**src/rtl/hazard_scoreboard_if.sv**
```systemverilog
// ID-stage <-> hazard_scoreboard bundle: ID decode fields, flush, WB retire, stall outputs.
// SCOREBOARD_PERF_EN adds the two stall-cause performance counters.
interface hazard_scoreboard_if;
  logic        id_valid;
  logic [4:0]  id_rs1_label;
  logic [4:0]  id_rs2_label;
  logic        id_uses_rs1;
  logic        id_uses_rs2;
  logic [4:0]  id_rd_label;
  logic        id_reg_wb_en;
  logic        id_is_load;
  logic        id_is_muldiv;
  logic        ex_flush;
  logic        wb_valid;
  logic [4:0]  wb_rd_label;
  logic        stall_id;
  logic        bubble_ex;
  logic        muldiv_busy;
  logic        muldiv_timeout;
  logic [31:0] pending;
`ifdef SCOREBOARD_PERF_EN
  logic [31:0] load_use_stalls;
  logic [31:0] muldiv_stalls;
`endif

  modport master (
    output id_valid, id_rs1_label, id_rs2_label, id_uses_rs1, id_uses_rs2,
    output id_rd_label, id_reg_wb_en, id_is_load, id_is_muldiv,
    output ex_flush, wb_valid, wb_rd_label,
`ifdef SCOREBOARD_PERF_EN
    input  load_use_stalls, muldiv_stalls,
`endif
    input  stall_id, bubble_ex, muldiv_busy, muldiv_timeout, pending
  );

  modport slave (
    input  id_valid, id_rs1_label, id_rs2_label, id_uses_rs1, id_uses_rs2,
    input  id_rd_label, id_reg_wb_en, id_is_load, id_is_muldiv,
    input  ex_flush, wb_valid, wb_rd_label,
`ifdef SCOREBOARD_PERF_EN
    output load_use_stalls, muldiv_stalls,
`endif
    output stall_id, bubble_ex, muldiv_busy, muldiv_timeout, pending
  );
endinterface

```
**src/rtl/hazard_scoreboard.sv**
```systemverilog
// Tracks in-flight register writers and stalls ID on load-use, mul/div RAW and mul/div busy.
// Optional SCOREBOARD_PERF_EN adds load-use and mul/div stall-cycle counters.
module hazard_scoreboard #(
  parameter int unsigned NUM_REGS   = 32,
  parameter int unsigned MULDIV_MAX = 34
) (
  input  logic               clk_i,
  input  logic               rst_i,
  hazard_scoreboard_if.slave sb
);

  typedef enum logic [1:0] {
    KindAlu    = 2'd0,
    KindLoad   = 2'd1,
    KindMuldiv = 2'd2
  } kind_e;

  localparam int unsigned    CntW    = 6;
  localparam logic [CntW-1:0] CntLast = CntW'(MULDIV_MAX - 1);

  logic [NUM_REGS-1:0] pend_q, pend_d;
  logic [1:0]          age_q  [NUM_REGS];
  logic [1:0]          age_d  [NUM_REGS];
  kind_e               kind_q [NUM_REGS];
  kind_e               kind_d [NUM_REGS];
  logic [CntW-1:0]     cnt_q, cnt_d;
  logic                timeout_q, timeout_d;

  logic busy;
  logic rs1_pend, rs2_pend;
  logic rs1_load, rs2_load;
  logic rs1_md, rs2_md;
  logic load_hit, md_hit;
  logic stall;
  logic issue;
  logic timeout_fire;

  always_comb begin
    busy = 1'b0;
    for (int r = 1; r < NUM_REGS; r++) begin
      if (pend_q[r] && kind_q[r] == KindMuldiv) busy = 1'b1;
    end
  end

  // Load at age 0 is still in EX: its data reaches MEM/WB forwarding only next cycle.
  always_comb begin
    rs1_pend = sb.id_uses_rs1 && (sb.id_rs1_label != '0) && pend_q[sb.id_rs1_label];
    rs2_pend = sb.id_uses_rs2 && (sb.id_rs2_label != '0) && pend_q[sb.id_rs2_label];
    rs1_load = rs1_pend && kind_q[sb.id_rs1_label] == KindLoad &&
               age_q[sb.id_rs1_label] == 2'd0;
    rs2_load = rs2_pend && kind_q[sb.id_rs2_label] == KindLoad &&
               age_q[sb.id_rs2_label] == 2'd0;
    rs1_md   = rs1_pend && kind_q[sb.id_rs1_label] == KindMuldiv;
    rs2_md   = rs2_pend && kind_q[sb.id_rs2_label] == KindMuldiv;
    load_hit = rs1_load || rs2_load;
    md_hit   = rs1_md || rs2_md || (sb.id_is_muldiv && busy);
    stall    = !rst_i && sb.id_valid && !sb.ex_flush && (load_hit || md_hit);
    issue    = sb.id_valid && !stall && !sb.ex_flush;
  end

  assign timeout_fire = busy && (cnt_q == CntLast);

  always_comb begin
    pend_d    = pend_q;
    cnt_d     = cnt_q;
    timeout_d = timeout_q;
    for (int r = 0; r < NUM_REGS; r++) begin
      age_d[r]  = age_q[r];
      kind_d[r] = kind_q[r];
    end

    for (int r = 1; r < NUM_REGS; r++) begin
      // Mul/div results leave through the long-latency unit, so their age never advances.
      if (pend_q[r] && kind_q[r] != KindMuldiv && age_q[r] != 2'd2) begin
        age_d[r] = age_q[r] + 2'd1;
      end
      if (sb.ex_flush && pend_q[r] && age_q[r] == 2'd0) pend_d[r] = 1'b0;
      if (timeout_fire && pend_q[r] && kind_q[r] == KindMuldiv) pend_d[r] = 1'b0;
    end

    if (sb.wb_valid && sb.wb_rd_label != '0) pend_d[sb.wb_rd_label] = 1'b0;

    // Issue is applied last so it wins over a same-cycle retire of the same rd.
    if (issue && sb.id_reg_wb_en && sb.id_rd_label != '0) begin
      pend_d[sb.id_rd_label] = 1'b1;
      age_d[sb.id_rd_label]  = 2'd0;
      if (sb.id_is_muldiv)    kind_d[sb.id_rd_label] = KindMuldiv;
      else if (sb.id_is_load) kind_d[sb.id_rd_label] = KindLoad;
      else                    kind_d[sb.id_rd_label] = KindAlu;
    end
    pend_d[0] = 1'b0;

    if (timeout_fire) begin
      timeout_d = 1'b1;
      cnt_d     = '0;
    end else if (busy) begin
      cnt_d = cnt_q + CntW'(1);
    end else begin
      cnt_d = '0;
    end
  end

  always_ff @(posedge clk_i) begin
    if (rst_i) begin
      pend_q    <= '0;
      cnt_q     <= '0;
      timeout_q <= 1'b0;
      for (int r = 0; r < NUM_REGS; r++) begin
        age_q[r]  <= 2'd0;
        kind_q[r] <= KindAlu;
      end
    end else begin
      pend_q    <= pend_d;
      cnt_q     <= cnt_d;
      timeout_q <= timeout_d;
      for (int r = 0; r < NUM_REGS; r++) begin
        age_q[r]  <= age_d[r];
        kind_q[r] <= kind_d[r];
      end
    end
  end

  // Outputs are forced low while reset is asserted, before the state has been cleared.
  assign sb.stall_id       = stall;
  assign sb.bubble_ex      = stall;
  assign sb.muldiv_busy    = !rst_i && busy;
  assign sb.muldiv_timeout = !rst_i && timeout_q;
  assign sb.pending        = rst_i ? 32'd0 : 32'(pend_q);

`ifdef SCOREBOARD_PERF_EN
  logic [31:0] lu_cnt_q, md_cnt_q;

  // A cycle with both causes is attributed to load-use only.
  always_ff @(posedge clk_i) begin
    if (rst_i) begin
      lu_cnt_q <= '0;
      md_cnt_q <= '0;
    end else if (stall) begin
      if (load_hit) lu_cnt_q <= lu_cnt_q + 32'd1;
      else          md_cnt_q <= md_cnt_q + 32'd1;
    end
  end

  assign sb.load_use_stalls = rst_i ? 32'd0 : lu_cnt_q;
  assign sb.muldiv_stalls   = rst_i ? 32'd0 : md_cnt_q;
`endif

endmodule

```
**src/flat_wrapper.sv**
```systemverilog
// flat-port wrapper written by rule: the top's interface ports become plain ports
module hazard_scoreboard_flat 
#(
  parameter int unsigned NUM_REGS   = 32,
  parameter int unsigned MULDIV_MAX = 34
)
  (clk_i, rst_i, sb_id_valid, sb_id_rs1_label, sb_id_rs2_label, sb_id_uses_rs1, sb_id_uses_rs2, sb_id_rd_label, sb_id_reg_wb_en, sb_id_is_load, sb_id_is_muldiv, sb_ex_flush, sb_wb_valid, sb_wb_rd_label, sb_stall_id, sb_bubble_ex, sb_muldiv_busy, sb_muldiv_timeout, sb_pending);
  hazard_scoreboard_if sb_i ();
  input  logic clk_i;
  input  logic rst_i;
  input wire logic [$bits(sb_i.id_valid)-1:0] sb_id_valid;
  input wire logic [$bits(sb_i.id_rs1_label)-1:0] sb_id_rs1_label;
  input wire logic [$bits(sb_i.id_rs2_label)-1:0] sb_id_rs2_label;
  input wire logic [$bits(sb_i.id_uses_rs1)-1:0] sb_id_uses_rs1;
  input wire logic [$bits(sb_i.id_uses_rs2)-1:0] sb_id_uses_rs2;
  input wire logic [$bits(sb_i.id_rd_label)-1:0] sb_id_rd_label;
  input wire logic [$bits(sb_i.id_reg_wb_en)-1:0] sb_id_reg_wb_en;
  input wire logic [$bits(sb_i.id_is_load)-1:0] sb_id_is_load;
  input wire logic [$bits(sb_i.id_is_muldiv)-1:0] sb_id_is_muldiv;
  input wire logic [$bits(sb_i.ex_flush)-1:0] sb_ex_flush;
  input wire logic [$bits(sb_i.wb_valid)-1:0] sb_wb_valid;
  input wire logic [$bits(sb_i.wb_rd_label)-1:0] sb_wb_rd_label;
  output wire logic [$bits(sb_i.stall_id)-1:0] sb_stall_id;
  output wire logic [$bits(sb_i.bubble_ex)-1:0] sb_bubble_ex;
  output wire logic [$bits(sb_i.muldiv_busy)-1:0] sb_muldiv_busy;
  output wire logic [$bits(sb_i.muldiv_timeout)-1:0] sb_muldiv_timeout;
  output wire logic [$bits(sb_i.pending)-1:0] sb_pending;
  assign sb_i.id_valid = sb_id_valid;
  assign sb_i.id_rs1_label = sb_id_rs1_label;
  assign sb_i.id_rs2_label = sb_id_rs2_label;
  assign sb_i.id_uses_rs1 = sb_id_uses_rs1;
  assign sb_i.id_uses_rs2 = sb_id_uses_rs2;
  assign sb_i.id_rd_label = sb_id_rd_label;
  assign sb_i.id_reg_wb_en = sb_id_reg_wb_en;
  assign sb_i.id_is_load = sb_id_is_load;
  assign sb_i.id_is_muldiv = sb_id_is_muldiv;
  assign sb_i.ex_flush = sb_ex_flush;
  assign sb_i.wb_valid = sb_wb_valid;
  assign sb_i.wb_rd_label = sb_wb_rd_label;
  assign sb_stall_id = sb_i.stall_id;
  assign sb_bubble_ex = sb_i.bubble_ex;
  assign sb_muldiv_busy = sb_i.muldiv_busy;
  assign sb_muldiv_timeout = sb_i.muldiv_timeout;
  assign sb_pending = sb_i.pending;
  hazard_scoreboard #(.NUM_REGS(NUM_REGS), .MULDIV_MAX(MULDIV_MAX)) u_core (.clk_i(clk_i), .rst_i(rst_i), .sb(sb_i));
endmodule
```
**config.mk**
```make
export PLATFORM = sky130hd
export DESIGN_NAME = hazard_scoreboard_flat
export DESIGN_NICKNAME = d
export VERILOG_FILES = /design/src/rtl/hazard_scoreboard_if.sv /design/src/rtl/hazard_scoreboard.sv /design/src/flat_wrapper.sv
export SDC_FILE = /design/constraint.sdc
export NUM_CORES = 1
export LEC_CHECK = 0
export BUFFER_PORTS_ARGS = -buffer_cell sky130_fd_sc_hd__buf_2
export CORE_ASPECT_RATIO = 0.6
export CORE_MARGIN = 5
export CORE_UTILIZATION = 45
export CTS_CLUSTER_SIZE = 40
export DETAILED_ROUTE_END_ITERATION = 6
export SLEW_MARGIN = 10
export SYNTH_ARGS = -nofsm -noshare
export SYNTH_HDL_FRONTEND = slang
export SYNTH_SLANG_ARGS = --single-unit
```
**constraint.sdc**
```tcl
create_clock -name clk_i -period 5.75 [get_ports clk_i]
set_clock_uncertainty 0.05 [all_clocks]
set_input_delay 1.15 -clock clk_i [delete_from_list [all_inputs] [get_ports clk_i]]
set_output_delay 1.15 -clock clk_i [all_outputs]
set_load 0.01 [all_outputs]
```
==> flow_metrics.py, run 1 <==
metrics = {
    "timing": {
        "rsz0062_at_grt": "no",
        "max_slew_margin_pct": 27.9,
        "setup_viol": 0,
        "layout_min_cycle_time_ps": 5220,
        "tns_ps": 0,
        "final_max_slew_viol_count": 0,
        "hold_viol": 0,
        "fin_crit_sh_pct": 90.8,
        "clock.fmax_ghz": 0.192,
        "tightest_slew_ps": 1080,
    },
    "drt": {
        "viasPerCell": 6.20,
        "ant_nets": 0,
        "wl_um": 40000,
        "drtPass1Iterations": 5,
        "drc": 0,
        "avgRoutedWirePerCell_um": 25.0,
        "drt-initial-drc-count": 1123,
        "vias": 9900,
    },
    "clock_network": {
        "cts_buffer_depth": 2,
        "cts.sinks": 166,
        "cts_setup_buffers": 0,
        "cts_tree": "built",
        "path_clk_slew_ps": 60,
        "cts_hold_buf": 0,
        "ctsResizeCount": 0,
        "cts_root_buf": "clkbuf_16",
        "clkLatencyLatePin_ps": 450,
        "cts_buffers": 17,
        "htree_num_levels": 4,
    },
    "cells_and_area": {
        "final_cells": 1598,
        "syn_to_final_growth_pct": 9.52,
        "layout_common_cells": "166 x dfxtp_1, 153 x nand2_1, 96 x mux2i_1, 75 x inv_1, 66 x and3_1",
        "nets": 1358,
        "final_layout_size_suffix_gt1_share_pct": 15.8,
        "final_util_pct": 50.3,
        "layout_commonest_cell": "dfxtp_1",
        "num_antenna_cells": 0,
    },
    "die": {
        "die_h_um": 132,
        "core_mm2": 0.0243,
        "core.rowCount": 44,
        "start_util_pct": 45.9,
        "die_w_um": 213,
        "dieArea_mm2": 0.0281,
        "num_io_pins": 66,
    },
    "power_and_ir_drop": {
        "peakVddDrop_mv": 0.155,
        "total_power_w": 0.00246,
        "p_per_area_mw_per_mm2": 201,
        "power_leakage_nw": 5.11,
    },
    "yosys": {
        "synth_top_cell_area_share_pct": 29.8,
        "synth_seq_cells": 166,
        "synth.distinct_cells": 60,
        "synthAdderAreaFrac_pct": 7.18,
        "synthMuxAreaShare_pct": 17.8,
        "synth-xor-area-share_pct": 2.75,
        "synth_cells": 1241,
        "synth_area_mm2": 0.0112,
        "synthSimpleGateAreaFrac_pct": 22.2,
        "yosys_most_used_dff": "dfxtp_1",
        "synth_top_family_by_area": "simple AND/OR/NAND/NOR gates",
        "synth_top_area_cell": "dfxtp_1",
        "synth_nets": 1335,
        "avgSynthCellArea_um2": 8.99,
        "ys_async_sr_fraction_pct": 0,
        "ys_warn_count": 0,
        "synth_edf_count": 0,
        "synth-compound-area-share_pct": 14.6,
        "synth_area_leaders": "dfxtp_1 30%, mux2i_1 8.6%, mux4_2 7.9%",
        "synth_seq_area_share_pct": 29.8,
    },
    "global_routing": {
        "antenna_found_initial": 1,
        "grt_pass1_wl_um": 59700,
        "overflow": 0,
        "grt_max_degree": 66,
        "grt_pass1_vias": 9086,
        "track_usage_pct": 28.3,
    },
    "critical_path": {
        "endpoint_kind": "output pin",
        "crit_type": "in2out",
        "worst_ep_required_time_ps": 4550,
        "critPathLaunchType": "primary input",
        "worstPathArrival_ps": 4020,
        "path_max_fanout": 29,
    },
    "place": {
        "io_buffers": 64,
        "dp_hpwl_um": 30300,
        "place.gp.congestion": 0.948,
        "placed_cells": 1567,
    },
    "status": {
        "outcome": "finished clean",
    },
    "run": {
        "maxCapViolCount": 0,
    },
    "worst_hold_path": {
        "holdCritPathClass": "reg2reg",
    },
}
worst max-delay path: stages:
cell	delay, ps
buf_2	620
mux4_2	410
a22o_1	230
nor3_1	160
a21oi_1	70
or2_0	230
o41ai_2	450
a221oi_4	150
or2_2	320
inv_1	80
buf_2	130
final timing paths:
kind / start / end / slack (ps) / depth (start not counted)
max: sb_id_rs2_label[2] / sb_stall_id / 530 / 11
min reg2reg: u_core.timeout_q / u_core.timeout_q / 410 / 2
min: u_core.timeout_q / u_core.timeout_q / 410 / 2
max reg2reg: u_core.kind_q[18][1] / u_core.age_q[12][0] / 1920 / 10
per-stage QoR:
step,hold slack [ps],setup WS [ps],instance area [um2]
floorplan,382,761,11200
global placement,392,542,11700
detailed placement,400,528,11700
CTS,409,526,12200
global route,429,343,12200
finish,406,528,12200
power by group:
| part | leakage (nW) | switching [W] | internal, W | total (W) |
|---|---|---|---|---|
| clock | 0.250 | 0.000494 | 0.000594 | 0.00109 |
| combinational | 3.52 | 0.000152 | 0.0000655 | 0.000217 |
| sequential | 1.34 | 0.00000301 | 0.00115 | 0.00115 |
per-layer routing:
metal  track usage [%]  vias to the layer above  part of all wire [%]  routed length [um]
met2              34.9                      575                    37               14700
met3              13.7                       56                    16                6240
met1              43.5                     4762                    46               18200
met4              6.42                        2                   2.0                 789
li1                  -                     4505                     -                   -
met5                 0                        -                 0.033                  13
area by class of cell:
cell class | count | area (um2)
Clock buffer | 24 | 492
Clock inverter | 7 | 47.5
Fill cell | 2323 | 12100
Inverter | 76 | 287
Multi-Input combinational cell | 921 | 7210
Sequential cell | 166 | 3320
Tap cell | 322 | 403
Timing Repair Buffer | 82 | 455
cell families (layout without fill, tap and decap cells):
group / count (synthesis) / in the layout
flip-flops: 166 / 166
AND/OR/NAND/NOR: 473 / 473
XOR/XNOR: 35 / 35
other: 1 / 1
multiplexers: 148 / 148
AO/OA/AOI/OAI: 200 / 200
adder cells (fa/ha/maj): 64 / 64
buffers and inverters: 154 / 189
synthesized netlist by cell type (9+ instances only):
library cell and n:
dfxtp_1 166, nand2_1 154, mux2i_1 96, inv_1 75, and3_1 66, ha_1 64
a21oi_1 56, nor2b_1 56, clkbuf_1 54, nor2_1 44, mux4_2 39, o2111ai_1 35
nor3_1 34, xnor2_1 33, o21ai_0 25, nand2b_1 23, nor3b_1 22, o211ai_2 22
nand3b_1 19, nand4_1 19, a22oi_1 16, nand3_1 15, mux2_2 13, buf_2 9
Note: power is estimated with default switching activity, not from simulation.
==> run 2, diff against run 1 <==
- GPL_TIMING_DRIVEN: unset -> 0
==> run 2 against run 1 <==
First-iteration DRC count increased by 32%. Sequential power about the same. Combinational power increased by 13%. Clock power increased by 10%. Largest cell class unchanged.
==> flow_metrics.py, run 2 (same netlist as run 1, synthesis figures left out) <==
metrics = {
    "global_routing": {
        "track_usage_pct": 30.8,
        "grt_pass1_wl_um": 63700,
        "overflow": 0,
        "grt_max_degree": 17,
        "antenna_found_initial": 0,
        "grt_pass1_vias": 9632,
    },
    "clock_network": {
        "cts_buffers": 17,
        "cts_buffer_depth": 2,
        "cts.sinks": 166,
        "htree_num_levels": 4,
        "cts_root_buf": "clkbuf_16",
        "cts_tree": "built",
        "cts_hold_buf": 0,
        "path_clk_slew_ps": 60,
        "clkLatencyLatePin_ps": 480,
    },
    "timing": {
        "hold_viol": 0,
        "final_max_slew_viol_count": 0,
        "layout_min_cycle_time_ps": 5750,
        "setup_ws_ps": 1.88,
        "rsz0062_at_grt": "no",
        "fin_crit_sh_pct": 100,
        "setup_viol": 0,
        "tns_ps": 0,
        "tightest_slew_ps": 1150,
        "max_slew_margin_pct": 23.4,
        "clock.fmax_ghz": 0.174,
    },
    "die": {
        "core_mm2": 0.0243,
        "dieArea_mm2": 0.0281,
        "die_w_um": 213,
        "num_io_pins": 66,
        "start_util_pct": 45.9,
        "core.rowCount": 44,
        "die_h_um": 132,
    },
    "power_and_ir_drop": {
        "power_leakage_nw": 5.19,
        "peakVddDrop_mv": 0.176,
        "p_per_area_mw_per_mm2": 209,
    },
    "drt": {
        "drtPass1Iterations": 6,
        "avgRoutedWirePerCell_um": 26.6,
        "drt-initial-drc-count": 1484,
        "ant_nets": 0,
        "viasPerCell": 6.30,
        "vias": 10400,
        "wl_um": 43900,
        "drc": 0,
    },
    "run": {
        "maxCapViolCount": 0,
    },
    "cells_and_area": {
        "final_layout_size_suffix_gt1_share_pct": 15.2,
        "final_cells": 1652,
        "stdcell_area_mm2": 0.0125,
        "layout_commonest_cell": "dfxtp_1",
        "syn_to_final_growth_pct": 11.8,
        "nets": 1410,
        "layout_common_cells": "166 x dfxtp_1, 154 x nand2_1, 96 x mux2i_1, 75 x inv_1, 66 x and3_1",
        "n_fill_cell": 2344,
        "final_util_pct": 51.4,
    },
    "critical_path": {
        "startpoint": "sb_id_rs1_label[2]",
        "rr_worst_depth": 9,
        "r2r_start": "u_core.kind_q[18][1]",
        "cp_slowest_cell": "clkdlybuf4s15_2",
        "worst_ep_required_time_ps": 4550,
        "path_max_fanout": 10,
        "endpoint_kind": "output pin",
        "crit-reg2reg-capture": "u_core.age_q[21][1]",
        "cpPeakStageDelay_ps": 510,
        "worstPathArrival_ps": 4550,
        "critPathLaunchType": "primary input",
        "crit_type": "in2out",
        "cp_cell_sequence": "buf_2, clkdlybuf4s15_2, clkbuf_4, mux4_2, a22oi_1, nand4_1, o31ai_1, a221oi_4, buf_4, or2_2, inv_1, buf_4, buf_2",
        "reg2reg_slack_ps": 1850,
        "endpoint": "sb_stall_id",
    },
    "status": {
        "outcome": "finished clean",
    },
    "place": {
        "place_area_mm2": 0.0118,
        "io_buffers": 55,
        "dp_hpwl_um": 34400,
        "place.gp.congestion": 1.02,
        "placed_cells": 1619,
        "pre_cts_ws_ps": -443,
    },
    "worst_hold_path": {
        "holdCritPathClass": "reg2reg",
    },
}
-- run 2: changes by cell type in the layout (fill, tap and decap cells not counted), moves of 2 or more --
cell and delta:
clkinv_2 -2, clkinv_4 +2, buf_6 +3, buf_1 +4, clkbuf_4 +3, bufinv_16 +2
clkbuf_1 +46, buf_4 -13, inv_6 +3, clkbuf_2 +5, clkbuf_8 -2
-- run 2: worst min path at each step --
stage | slack (ps) | endpoint | startpoint | depth (start not counted)
after floorplan | 380 | u_core.timeout_q | u_core.timeout_q | 2
after global placement | 400 | u_core.cnt_q[0] | u_core.cnt_q[0] | 1
after detailed placement | 410 | u_core.cnt_q[0] | u_core.cnt_q[0] | 1
after CTS | 430 | u_core.cnt_q[0] | u_core.cnt_q[0] | 1
after global routing | 450 | u_core.age_q[0][0] | u_core.age_q[0][0] | 1
final | 420 | u_core.cnt_q[0] | u_core.cnt_q[0] | 1
-- run 2: where the power goes --
| part | total, W | internal (W) | leakage [nW] | switching [W] |
|---|---|---|---|---|
| Clock | 0.00120 | 0.000666 | 0.279 | 0.000538 |
| Combinational | 0.000245 | 0.0000706 | 3.58 | 0.000174 |
| Sequential | 0.00115 | 0.00115 | 1.34 | 0.00000285 |
-- run 2: cell type report --
cell class / instances / area [um2] / area share (%)
Tap cell: 322 / 403 / 3.23
Antenna cell: 1 / 2.50 / 0.0201
Sequential cell: 166 / 3320 / 26.6
Timing Repair Buffer: 56 / 280 / 2.25
Multi-Input combinational cell: 921 / 7210 / 57.8
Clock inverter: 13 / 146 / 1.17
Clock buffer: 19 / 453 / 3.63
Inverter: 76 / 285 / 2.29
Buffer: 78 / 369 / 2.96
-- run 2: timing repair --
action | CTS | global route
setup endpoints to repair | 2 | 2
resized for setup | 7 | 11
setup buffers | 0 | 0
-- run 2: metal layers --
| metal | part of all wire (%) | global-route usage [%] |
|---|---|---|
| met5 | 0.23 | 1.72 |
| met4 | 2.5 | 8.12 |
| met3 | 15 | 13.8 |
| met2 | 38 | 39.5 |
| met1 | 44 | 46.1 |
-- run 2: critical path, delay by kind of cell --
family	cells	cell delay, ps
buffers and inverters	7	1570
AOI/OAI and AO/OA	3	930
and+or+nand+nor	2	520
muxes	1	350
-- run 2: metrics by stage --
step	hold WS [ps]	total power, W
after floorplan	382	0.00132
after global placement	401	0.00141
after detailed placement	410	0.00141
after CTS	426	0.00261
after global routing	454	0.00267
final	420	0.00260
